### src/rtl/nonres_div_seq_ctrl.sv
// -----------------------------------------------------------------------------
// nonres_div_seq_ctrl
// Sequential unsigned non-restoring divider controller. One add/sub step per
// clock on a single (VW+2)-bit datapath. Operands arrive on a valid/ready
// input handshake and results leave on a valid/ready output handshake.
//
// Build option: define NONRES_REM_CORRECT_EN to add a one-cycle CORR state
// that turns the raw remainder (range [-D, D-1]) into the true non-negative
// remainder. Without it the consumer adds D when remainder is negative.
//
// Ports:
//   clk, rst_n            clock (rising edge), async active-low reset
//   in_valid / in_ready   operand handshake (ready only in IDLE)
//   dividend, divisor     unsigned operands (DW / VW bits)
//   abort                 synchronous flush to IDLE, highest priority
//   out_valid / out_ready result handshake (valid held until taken)
//   quotient              DW-bit unsigned quotient
//   remainder             VW+1-bit two's complement remainder
//   div_by_zero           result was produced with divisor == 0
//   busy                  controller is not IDLE
// -----------------------------------------------------------------------------
module nonres_div_seq_ctrl #(
  parameter int DW = 4,
  parameter int VW = 2
) (
  input  logic          clk,
  input  logic          rst_n,
  input  logic          in_valid,
  output logic          in_ready,
  input  logic [DW-1:0] dividend,
  input  logic [VW-1:0] divisor,
  input  logic          abort,
  output logic          out_valid,
  input  logic          out_ready,
  output logic [DW-1:0] quotient,
  output logic [VW:0]   remainder,
  output logic          div_by_zero,
  output logic          busy
);

  localparam int PW = VW + 2;                        // partial remainder width
  localparam int CW = (DW > 1) ? $clog2(DW) : 1;     // step counter width

  typedef enum logic [1:0] {
    S_IDLE = 2'd0,
    S_ITER = 2'd1,
    S_CORR = 2'd2,
    S_DONE = 2'd3
  } state_t;

  state_t         state_q, state_d;
  logic [CW-1:0]  cnt_q, cnt_d;
  logic [PW-1:0]  p_q, p_d;
  logic [DW-1:0]  q_q, q_d;
  logic [DW-1:0]  dvd_q, dvd_d;
  logic [VW-1:0]  dvs_q, dvs_d;
  logic [DW-1:0]  quo_q, quo_d;
  logic [VW:0]    rem_q, rem_d;
  logic           dbz_q, dbz_d;
  logic           in_ready_q, out_valid_q, busy_q;

  logic [PW-1:0]  d_ext_s;
  logic [PW-1:0]  p_shift_s;
  logic [PW-1:0]  p_step_s;

  // Datapath: shift in the next dividend bit, then subtract D while P is
  // non-negative, add D while negative. 2P+bit stays within VW+2 signed bits
  // because P never leaves [-D, D-1].
  always_comb begin
    d_ext_s   = {2'b00, dvs_q};
    p_shift_s = {p_q[PW-2:0], dvd_q[cnt_q]};
    if (p_q[PW-1]) begin
      p_step_s = p_shift_s + d_ext_s;
    end else begin
      p_step_s = p_shift_s - d_ext_s;
    end
  end

  // Next-state and register-next logic; abort overrides every state.
  always_comb begin
    state_d = state_q;
    cnt_d   = cnt_q;
    p_d     = p_q;
    q_d     = q_q;
    dvd_d   = dvd_q;
    dvs_d   = dvs_q;
    quo_d   = quo_q;
    rem_d   = rem_q;
    dbz_d   = dbz_q;
    if (abort) begin
      state_d = S_IDLE;
    end else begin
      case (state_q)
        S_IDLE: begin
          if (in_valid) begin
            dvd_d = dividend;
            dvs_d = divisor;
            p_d   = '0;
            q_d   = '0;
            cnt_d = CW'(DW - 1);
            if (divisor == '0) begin
              state_d = S_DONE;
              quo_d   = '1;
              rem_d   = '0;
              dbz_d   = 1'b1;
            end else begin
              state_d = S_ITER;
            end
          end else begin
            state_d = S_IDLE;
          end
        end
        S_ITER: begin
          p_d        = p_step_s;
          q_d[cnt_q] = ~p_step_s[PW-1];
          if (cnt_q == '0) begin
`ifdef NONRES_REM_CORRECT_EN
            state_d = S_CORR;
`else
            state_d = S_DONE;
            quo_d   = q_d;
            rem_d   = p_step_s[VW:0];
            dbz_d   = 1'b0;
`endif
          end else begin
            cnt_d = cnt_q - CW'(1);
          end
        end
`ifdef NONRES_REM_CORRECT_EN
        S_CORR: begin
          // Always one cycle so latency does not depend on the operands.
          if (p_q[PW-1]) begin
            p_d = p_q + d_ext_s;
          end else begin
            p_d = p_q;
          end
          state_d = S_DONE;
          quo_d   = q_q;
          rem_d   = p_d[VW:0];
          dbz_d   = 1'b0;
        end
`endif
        S_DONE: begin
          if (out_ready) begin
            state_d = S_IDLE;
          end else begin
            state_d = S_DONE;
          end
        end
        default: begin
          state_d = S_IDLE;
        end
      endcase
    end
  end

  // State, datapath and registered handshake/status outputs.
  always_ff @(posedge clk or negedge rst_n) begin
    if (!rst_n) begin
      state_q     <= S_IDLE;
      cnt_q       <= '0;
      p_q         <= '0;
      q_q         <= '0;
      dvd_q       <= '0;
      dvs_q       <= '0;
      quo_q       <= '0;
      rem_q       <= '0;
      dbz_q       <= 1'b0;
      in_ready_q  <= 1'b1;
      out_valid_q <= 1'b0;
      busy_q      <= 1'b0;
    end else begin
      state_q     <= state_d;
      cnt_q       <= cnt_d;
      p_q         <= p_d;
      q_q         <= q_d;
      dvd_q       <= dvd_d;
      dvs_q       <= dvs_d;
      quo_q       <= quo_d;
      rem_q       <= rem_d;
      dbz_q       <= dbz_d;
      in_ready_q  <= (state_d == S_IDLE);
      out_valid_q <= (state_d == S_DONE);
      busy_q      <= (state_d != S_IDLE);
    end
  end

  assign in_ready    = in_ready_q;
  assign out_valid   = out_valid_q;
  assign busy        = busy_q;
  assign quotient    = quo_q;
  assign remainder   = rem_q;
  assign div_by_zero = dbz_q;

endmodule

### config.mk
export PLATFORM = sky130hd
export DESIGN_NAME = nonres_div_seq_ctrl
export DESIGN_NICKNAME = d
export VERILOG_FILES = /design/src/rtl/nonres_div_seq_ctrl.sv
export SDC_FILE = /design/constraint.sdc
export NUM_CORES = 1
export LEC_CHECK = 0
export ABC_AREA = 1
export ABC_CLOCK_PERIOD_IN_PS = 3300
export CORE_AREA = 8 8 76 78
export CTS_CLUSTER_DIAMETER = 120
export DETAILED_ROUTE_END_ITERATION = 8
export DIE_AREA = 0 0 84 86
export DONT_BUFFER_PORTS = 1
export GPL_ROUTABILITY_DRIVEN = 0
export HOLD_SLACK_MARGIN = 0.05
export SYNTH_ARGS = -nofsm -noshare
export SYNTH_HDL_FRONTEND = slang
export SYNTH_SLANG_ARGS = --single-unit
### constraint.sdc
create_clock -name clk -period 3.3 [get_ports clk]
set_input_delay 0.66 -clock clk [delete_from_list [all_inputs] [get_ports clk]]
set_output_delay 0.66 -clock clk [all_outputs]
set_load 0.01 [all_outputs]
==> summary.md, run 1 <==
| Metric | Value |
|---|---|
| Clk buf depth | 2 |
| Top Metal Used | met4 |
| Sequential share of the synthesized area | a little under half |
| Wl on met1 | 1580 um |
| Area growth syn-to-layout | 12.3% |
| Crit path cell chain | inv_1 -> ha_1 -> nor2_1 -> ha_1 -> or2_2 -> nand2_1 -> nand2_1 -> nand3_1 -> nand3_1 -> nand2_1 -> inv_1 |
| Hold Violations, Final | 0 |
| Skew final | approximately 5.4 ps |
| Crit path depth | 11 |
| Tot Pwr | 1.34 mW |
| Iteration-0 DRC Markers | 46 |
| DRC viols | 0 |
| Mean post-synth cell area | between 8 and 9 um^2 |
| Synth top area cells | dfrtp_1 (46%), nand2_1 (13%), ha_1 (6.5%) |
| Die area | ~7200 um^2 |
| Antenna diode count | 0 |
| Clock slew at reported path FFs | 60 ps |
| Worst-Margin Slew | ~420 ps |
| Pwr Density | 779 nW/um^2 |
| PortBufs | 0 |
| Yosys warns | 0 |
| R2R Path Start | dvs_q[0] |
| Library cells used by synthesis | 25 |
| ANT nets after route | 0 |
| CP endpoint kind | register |
| VDD IR max | around 0.00031 V |
| Total GRT Usage | 9.29% |
| CP max FO | 5 |
| Final Cycle Share | between 60% and 70% |
| Yosys top cell area share | 45.6% |
| Util after Layout | between 30 and 40% |
| Most frequent cells in the layout | nand2_1 (54), dfrtp_1 (28), inv_1 (19) |
| Largest stage delay, worst path | between 300 and 400 ps |
| Worst setup path end | quotient[0] |
| Row Count | 25 |
| Fmax | between 400 and 500 MHz |
| Root Driver | clkbuf_8 |
| H-Tree Depth | 2 |
| Max-Cap Viols | 0 |
| First-pass GRT wire length | between 5000 and 6000 um |
| Reg2Reg Depth | 11 |
| Largest net degree at the start of global routing | 30 |
| Post-CTS Setup Bufs | 0 |
| Vias in the first global route | approximately 1200 |
| Post-route non-filler standard cell count | approximately 250 |
| Placed instance area | 1600 um^2 |
| Post-Syn Nets | 202 |
| Die Ht | around 86 um |
| P_leak | around 0.87 nW |
| Dpl hpwl | 2350 um |
| RSZ-0062 raised after global routing | no |
| Cts bufs inserted | 5 |
| CTS tree | built |
| # IOs | 22 |
| Routed met2 length | 1340 um |
| Delay-heaviest family, CP | simple AND/OR/NAND/NOR gates |
| Post-synthesis register bit count | 29 |
| Relative slew slack | between 70% and 80% |
| Initial Util | approximately 33% |
| Core Box Area | 4600 um^2 |
| Critical path class | reg -> reg |
| Final Cell Area | roughly 1700 um^2 |
| Met3 wire length | 232 um |
| Hold slack | ~72 ps |
| CTS sink count | 29 |
| HP Class | in -> async |
| GRT overflow | 0 |
| # fillers | 460 |
| Vias per inst | ~4.6 |
| Initial antenna violation count | 0 |
| CP Launch Point | dvs_q[0] |
| Cells after synthesis | ~180 |
| Share of cells above drive strength 1 | roughly 15% |
| Final Max Slew Viols | 0 |
| Slowest stage cell on the critical path | dfrtp_1 |
| Fin nets | 211 |
| Worst setup SP type | register |
| Crit path DAT | 2220 ps |
| Setup violators final | 0 |
| Setup TNS | 0 ps |
| Worst Path Required | 3470 ps |
| Clock Latency Late Sink | between 200 and 300 ps |
| Drt wl/cell | ~13 um |
| FF-to-FF setup slack | between 1000 and 1500 ps |
| Buf+Inv Stages, Crit Path | 2 |
| Mapped cell area | 1540 um^2 |
| Vias | approximately 1100 |
| First-pass DRT Iterations | 4 |
| Dpl cells | 236 |
| Post-route setup slack | around 1300 ps |
| Status | finished, final reports clean |
| Biggest area consumer among synthesized cells | dfrtp_1 |
| Die X | around 84 um |
| Dpl ws | ~1300 ps |
| Minimum clock period | approximately 2000 ps |
| R2r endpoint | quotient[0] |
| Commonest non-fill, non-tap cell in the layout | nand2_1 |
| Most repeated library cell on the critical path | nand2_1 |
| Final Routed Wirelength | 3200 um |
[cells by family (layout without fill, tap and decap cells)]
kind of cell    after synthesis  in the layout  synth area share (%)
xor+xnor                      1              1                 0.571
flops                        29             29                  47.4
compound gates               18             18                  6.28
fa+ha+maj                     9              9                  7.82
mux                           4              4                  2.93
buf+inv                      23             33                  5.79
simple gates                 98             98                  29.3
[cell type report]
| type | count | area (um^2) | area share [%] |
|---|---|---|---|
| repair buffers | 2 | 20.0 | 1.16 |
| inverters | 23 | 88.8 | 5.15 |
| clock inverters | 1 | 5.00 | 0.290 |
| flip-flops and latches | 29 | 727 | 42.2 |
| well taps | 54 | 67.6 | 3.92 |
| multi-input cells | 130 | 719 | 41.7 |
| clock buffers | 7 | 96.3 | 5.59 |
[metal layers]
| layer | track usage, % | vias up |
|---|---|---|
| li1 | - | 591 |
| met1 | 11.4 | 519 |
| met2 | 13.5 | 25 |
| met3 | 4.45 | 6 |
| met4 | 3.77 | 0 |
| met5 | 0 | - |
[worst reg2reg max path: cells and delay by family, from the launching register on]
family,cells,cell delay [ps]
and+or+nand+nor,7,980
buffers and inverters,2,90
DFF,1,350
adders and majority gates,2,520
[how the worst min path moves through the flow]
stage / slack [ps] / start / cells after the start / end
finish: 70 / rst_n / 0 / q_q[2]
global route: 50 / rst_n / 0 / q_q[2]
CTS: 60 / rst_n / 0 / dvd_q[2]
detailed placement: 370 / rst_n / 0 / remainder[2]
global placement: 370 / rst_n / 0 / remainder[2]
floorplan: 360 / rst_n / 0 / busy
[report_power, final]
group | internal [mW] | switching, mW | total (mW)
logic | 0.188 | 0.276 | 0.464
registers | 0.462 | 0.0944 | 0.557
clock network | 0.188 | 0.134 | 0.322
[sequential cells by signal, summed over array words and instances, names as in the netlist]
register     count
cnt_q            2
out_valid        1
in_ready         1
busy             1
dvs_q            2
remainder        3
quotient         4
div_by_zero      1
dvd_q            4
q_q              4
p_q              4
state_q          2
[cells in the mapped netlist]
library cell and number:
a21oi_1 5, or2_1 4, nand2_2 2, nor3_1 2
o22ai_1 1, xnor2_1 1, nor2_1 18, nor2_2 2
ha_1 8, inv_4 1, dfstp_2 1, nand3_1 9
inv_1 19, or2_2 2, a31oi_1 1, mux2_2 4
nand3_2 1, fa_1 1, o21ai_2 1, o21ai_0 10
inv_2 3, nor2_4 3, nand3_4 1, dfrtp_1 28
nand2_1 54
[repair_timing]
action | 4_1_cts | 5_1_grt
endpoints found under the setup margin | 0 | 0
endpoints found under the hold margin | 0 | 3
hold buffers | 0 | 2
gates resized for setup | 0 | 0
(Power assumes the default switching activity.)
==> run 2, diff against run 1 <==
ABC_CLOCK_PERIOD_IN_PS = 1700   (was 3300)
clock period = 1.7 ns   (was 3.3 ns; I/O delays follow)
==> run 2 against run 1 <==
Net effect: the run now ends with negative setup slack left; via count grew 8.9%; global-route usage grew 1.1 points; die area is the same; first-iteration DRC count grew 63%; routed wire length grew 9.0%; worst hold slack gained 44 ps; clock power grew 82%; clock-buffer cell count grew 1; critical path depth grew 1.
==> summary.md, run 2 (synthesized netlist as in run 1, its figures left out) <==
| Metric | Value |
|---|---|
| Status | finished with violations |
| Failing checks | negative setup slack |
| Max-Cap Viols | 0 (unchanged) |
| # IOs | 22 (unchanged) |
| HP Class | in -> reg |
| Vias in the first global route | 1363 (+19%) |
| Setup TNS | -181 ps (-181 ps) |
| First-pass DRT Iterations | 4 (unchanged) |
| Die Ht | 86 um (unchanged) |
| Antenna diode count | 0 (unchanged) |
| Final Cycle Share | 102% (+40 points) |
| GRT overflow | 0 (unchanged) |
| Area growth syn-to-layout | 31.8% |
| Skew final | 9.26 ps (+3.91 ps) |
| Clk buf depth | 2 (unchanged) |
| P_leak | 0.974 nW (+12%) |
| Post-route setup slack | -26.0 ps (-1280 ps) |
| Crit path cell chain | inv_2 -> ha_4 -> nor2_4 -> ha_4 -> buf_6 -> a21oi_2 -> nand2_2 -> nand2_4 -> nand3_2 -> nand2_1 -> nand2_1 -> nand2_1 |
| Largest net degree at the start of global routing | 30 (unchanged) |
| First-pass GRT wire length | 6090 um (+13%) |
| CP endpoint kind | register |
| CTS tree | built |
| Clock Latency Late Sink | 280 ps (about the same) |
| Most repeated library cell on the critical path | nand2_1 |
| WHS Endpoint | busy |
| Die X | 84 um (unchanged) |
| H-Tree Depth | 2 (unchanged) |
| R2R Path Start | dvs_q[0] |
| Worst-Margin Slew | 371 ps (-53.6 ps) |
| Root Driver | clkbuf_8 |
| Drt wl/cell | 13.3 um (+2.3%) |
| DRC viols | 0 (unchanged) |
| Most frequent cells in the layout | nand2_1 (48), dfrtp_1 (28), inv_1 (15), nor2_1 (15), buf_4 (15) |
| ANT nets after route | 0 (unchanged) |
| Minimum clock period | 1730 ps (-318 ps) |
| Vias per inst | 4.74 (+2.2%) |
| Total GRT Usage | 10.4% (+1.1 points) |
| Worst Hold Path Cells | 1 |
| R2r endpoint | q_q[0] |
| Final Max Slew Viols | 0 (unchanged) |
| Dpl hpwl | 2410 um (+2.7%) |
| CTS sink count | 29 (unchanged) |
| Relative slew slack | 75.2% (+3.8 points) |
| Final Cell Area | 2020 um^2 (+17%) |
| Critical path class | reg -> reg |
| Row Count | 25 (unchanged) |
| Slowest stage cell on the critical path | dfrtp_1 |
| Die area | 7220 um^2 (unchanged) |
| Fmax | 579 MHz (+18%) |
| Largest stage delay, worst path | 370 ps (+20 ps) |
| Core Box Area | 4600 um^2 (unchanged) |
| Final Routed Wirelength | 3490 um (+9.0%) |
| Cts bufs inserted | 5 (unchanged) |
| Iteration-0 DRC Markers | 75 (+63%) |
| Commonest non-fill, non-tap cell in the layout | nand2_1 |
| Clock slew at reported path FFs | 60 ps (about the same) |
| Share of cells above drive strength 1 | 37.0% (+22 points) |
| FF-to-FF setup slack | -30 ps (-1280 ps) |
| Pwr Density | 1610 nW/um^2 (+110%) |
| Fin nets | 227 (+7.6%) |
| Reg2Reg Depth | 12 (+1) |
| Worst Path Required | 1920 ps (-1550 ps) |
| PortBufs | 0 (unchanged) |
| Initial Util | 33.4% (unchanged) |
| Hold slack | 116 ps (+44.5 ps) |
| RSZ-0062 raised after global routing | yes |
| Hold path start | abort |
| # fillers | 450 (-2.2%) |
| Area of the multi-input gates | 896 um^2 (+25%) |
| Register area | 727 um^2 (unchanged) |
| Placed instance area | 1710 um^2 (+6.9%) |
| VDD IR max | 0.000553 V (+78%) |
| Setup violators final | 10 (+10) |
| Crit path DAT | 1950 ps (-270 ps) |
| CP max FO | 5 (unchanged) |
| Worst setup SP type | register |
| Hold Violations, Final | 0 (unchanged) |
| Vias | 1242 (+8.9%) |
| Initial antenna violation count | 0 (unchanged) |
-- run 2: final cells by class --
class | instances | area share (%)
clock buffer | 8 | 4.45
multi-input combinational | 130 | 44.3
timing repair buffer | 18 | 7.61
sequential | 29 | 35.9
inverter | 23 | 4.39
tap | 54 | 3.34
-- run 2: where the power goes --
group	switching [mW]	internal, mW
Sequential	0.203	0.898
Combinational	0.827	0.750
Clock	0.255	0.329
Total	1.29	1.98
-- run 2: repair_timing --
item                                    CTS  global route
pin swaps                                20            13
gates resized for setup                  25            12
setup buffers                             5             0
endpoints found under the setup margin   13            17
hold buffers                              2             0
endpoints found under the hold margin    29             0
-- run 2: per-stage QoR --
stage | total power [mW] | utilization (%) | setup slack [ps] | cells
after floorplan | 1.87 | - | -11.6 | 182
after global placement | 2.15 | 37.3 | -103 | 247
after detailed placement | 2.16 | 37.3 | -141 | 247
after CTS | 3.09 | 42.8 | -39.2 | 262
after global routing | 3.54 | 44.0 | -173 | 262
final | 3.26 | 44.0 | -26.0 | 262
-- run 2: worst max-delay path, delay by kind of cell, from the launching register on --
family	cells	cell delay, ps
DFF	1	370
AOI/OAI and AO/OA	1	150
and+or+nand+nor	7	600
adders and majority gates	2	370
buffers and inverters	2	180
-- run 2: how the worst max path moves through the flow --
stage                     startpoint     endpoint  slack, ps  cells after the start
final                       dvs_q[0]       q_q[0]        -30                     12
after global routing        cnt_q[0]       p_q[2]       -170                      9
after CTS                   cnt_q[0]       p_q[2]        -40                      9
after detailed placement    dvs_q[0]  quotient[1]       -140                     13
after global placement      dvs_q[0]  quotient[1]       -100                     13
after floorplan             dvs_q[0]  quotient[0]        -10                     13
-- run 2: routing by layer --
layer  part of all wire (%)  GRT usage [%]
met2                     51           17.8
met4                    2.1           4.71
met1                     44           11.4
met5                      0              0
met3                    3.2           3.60
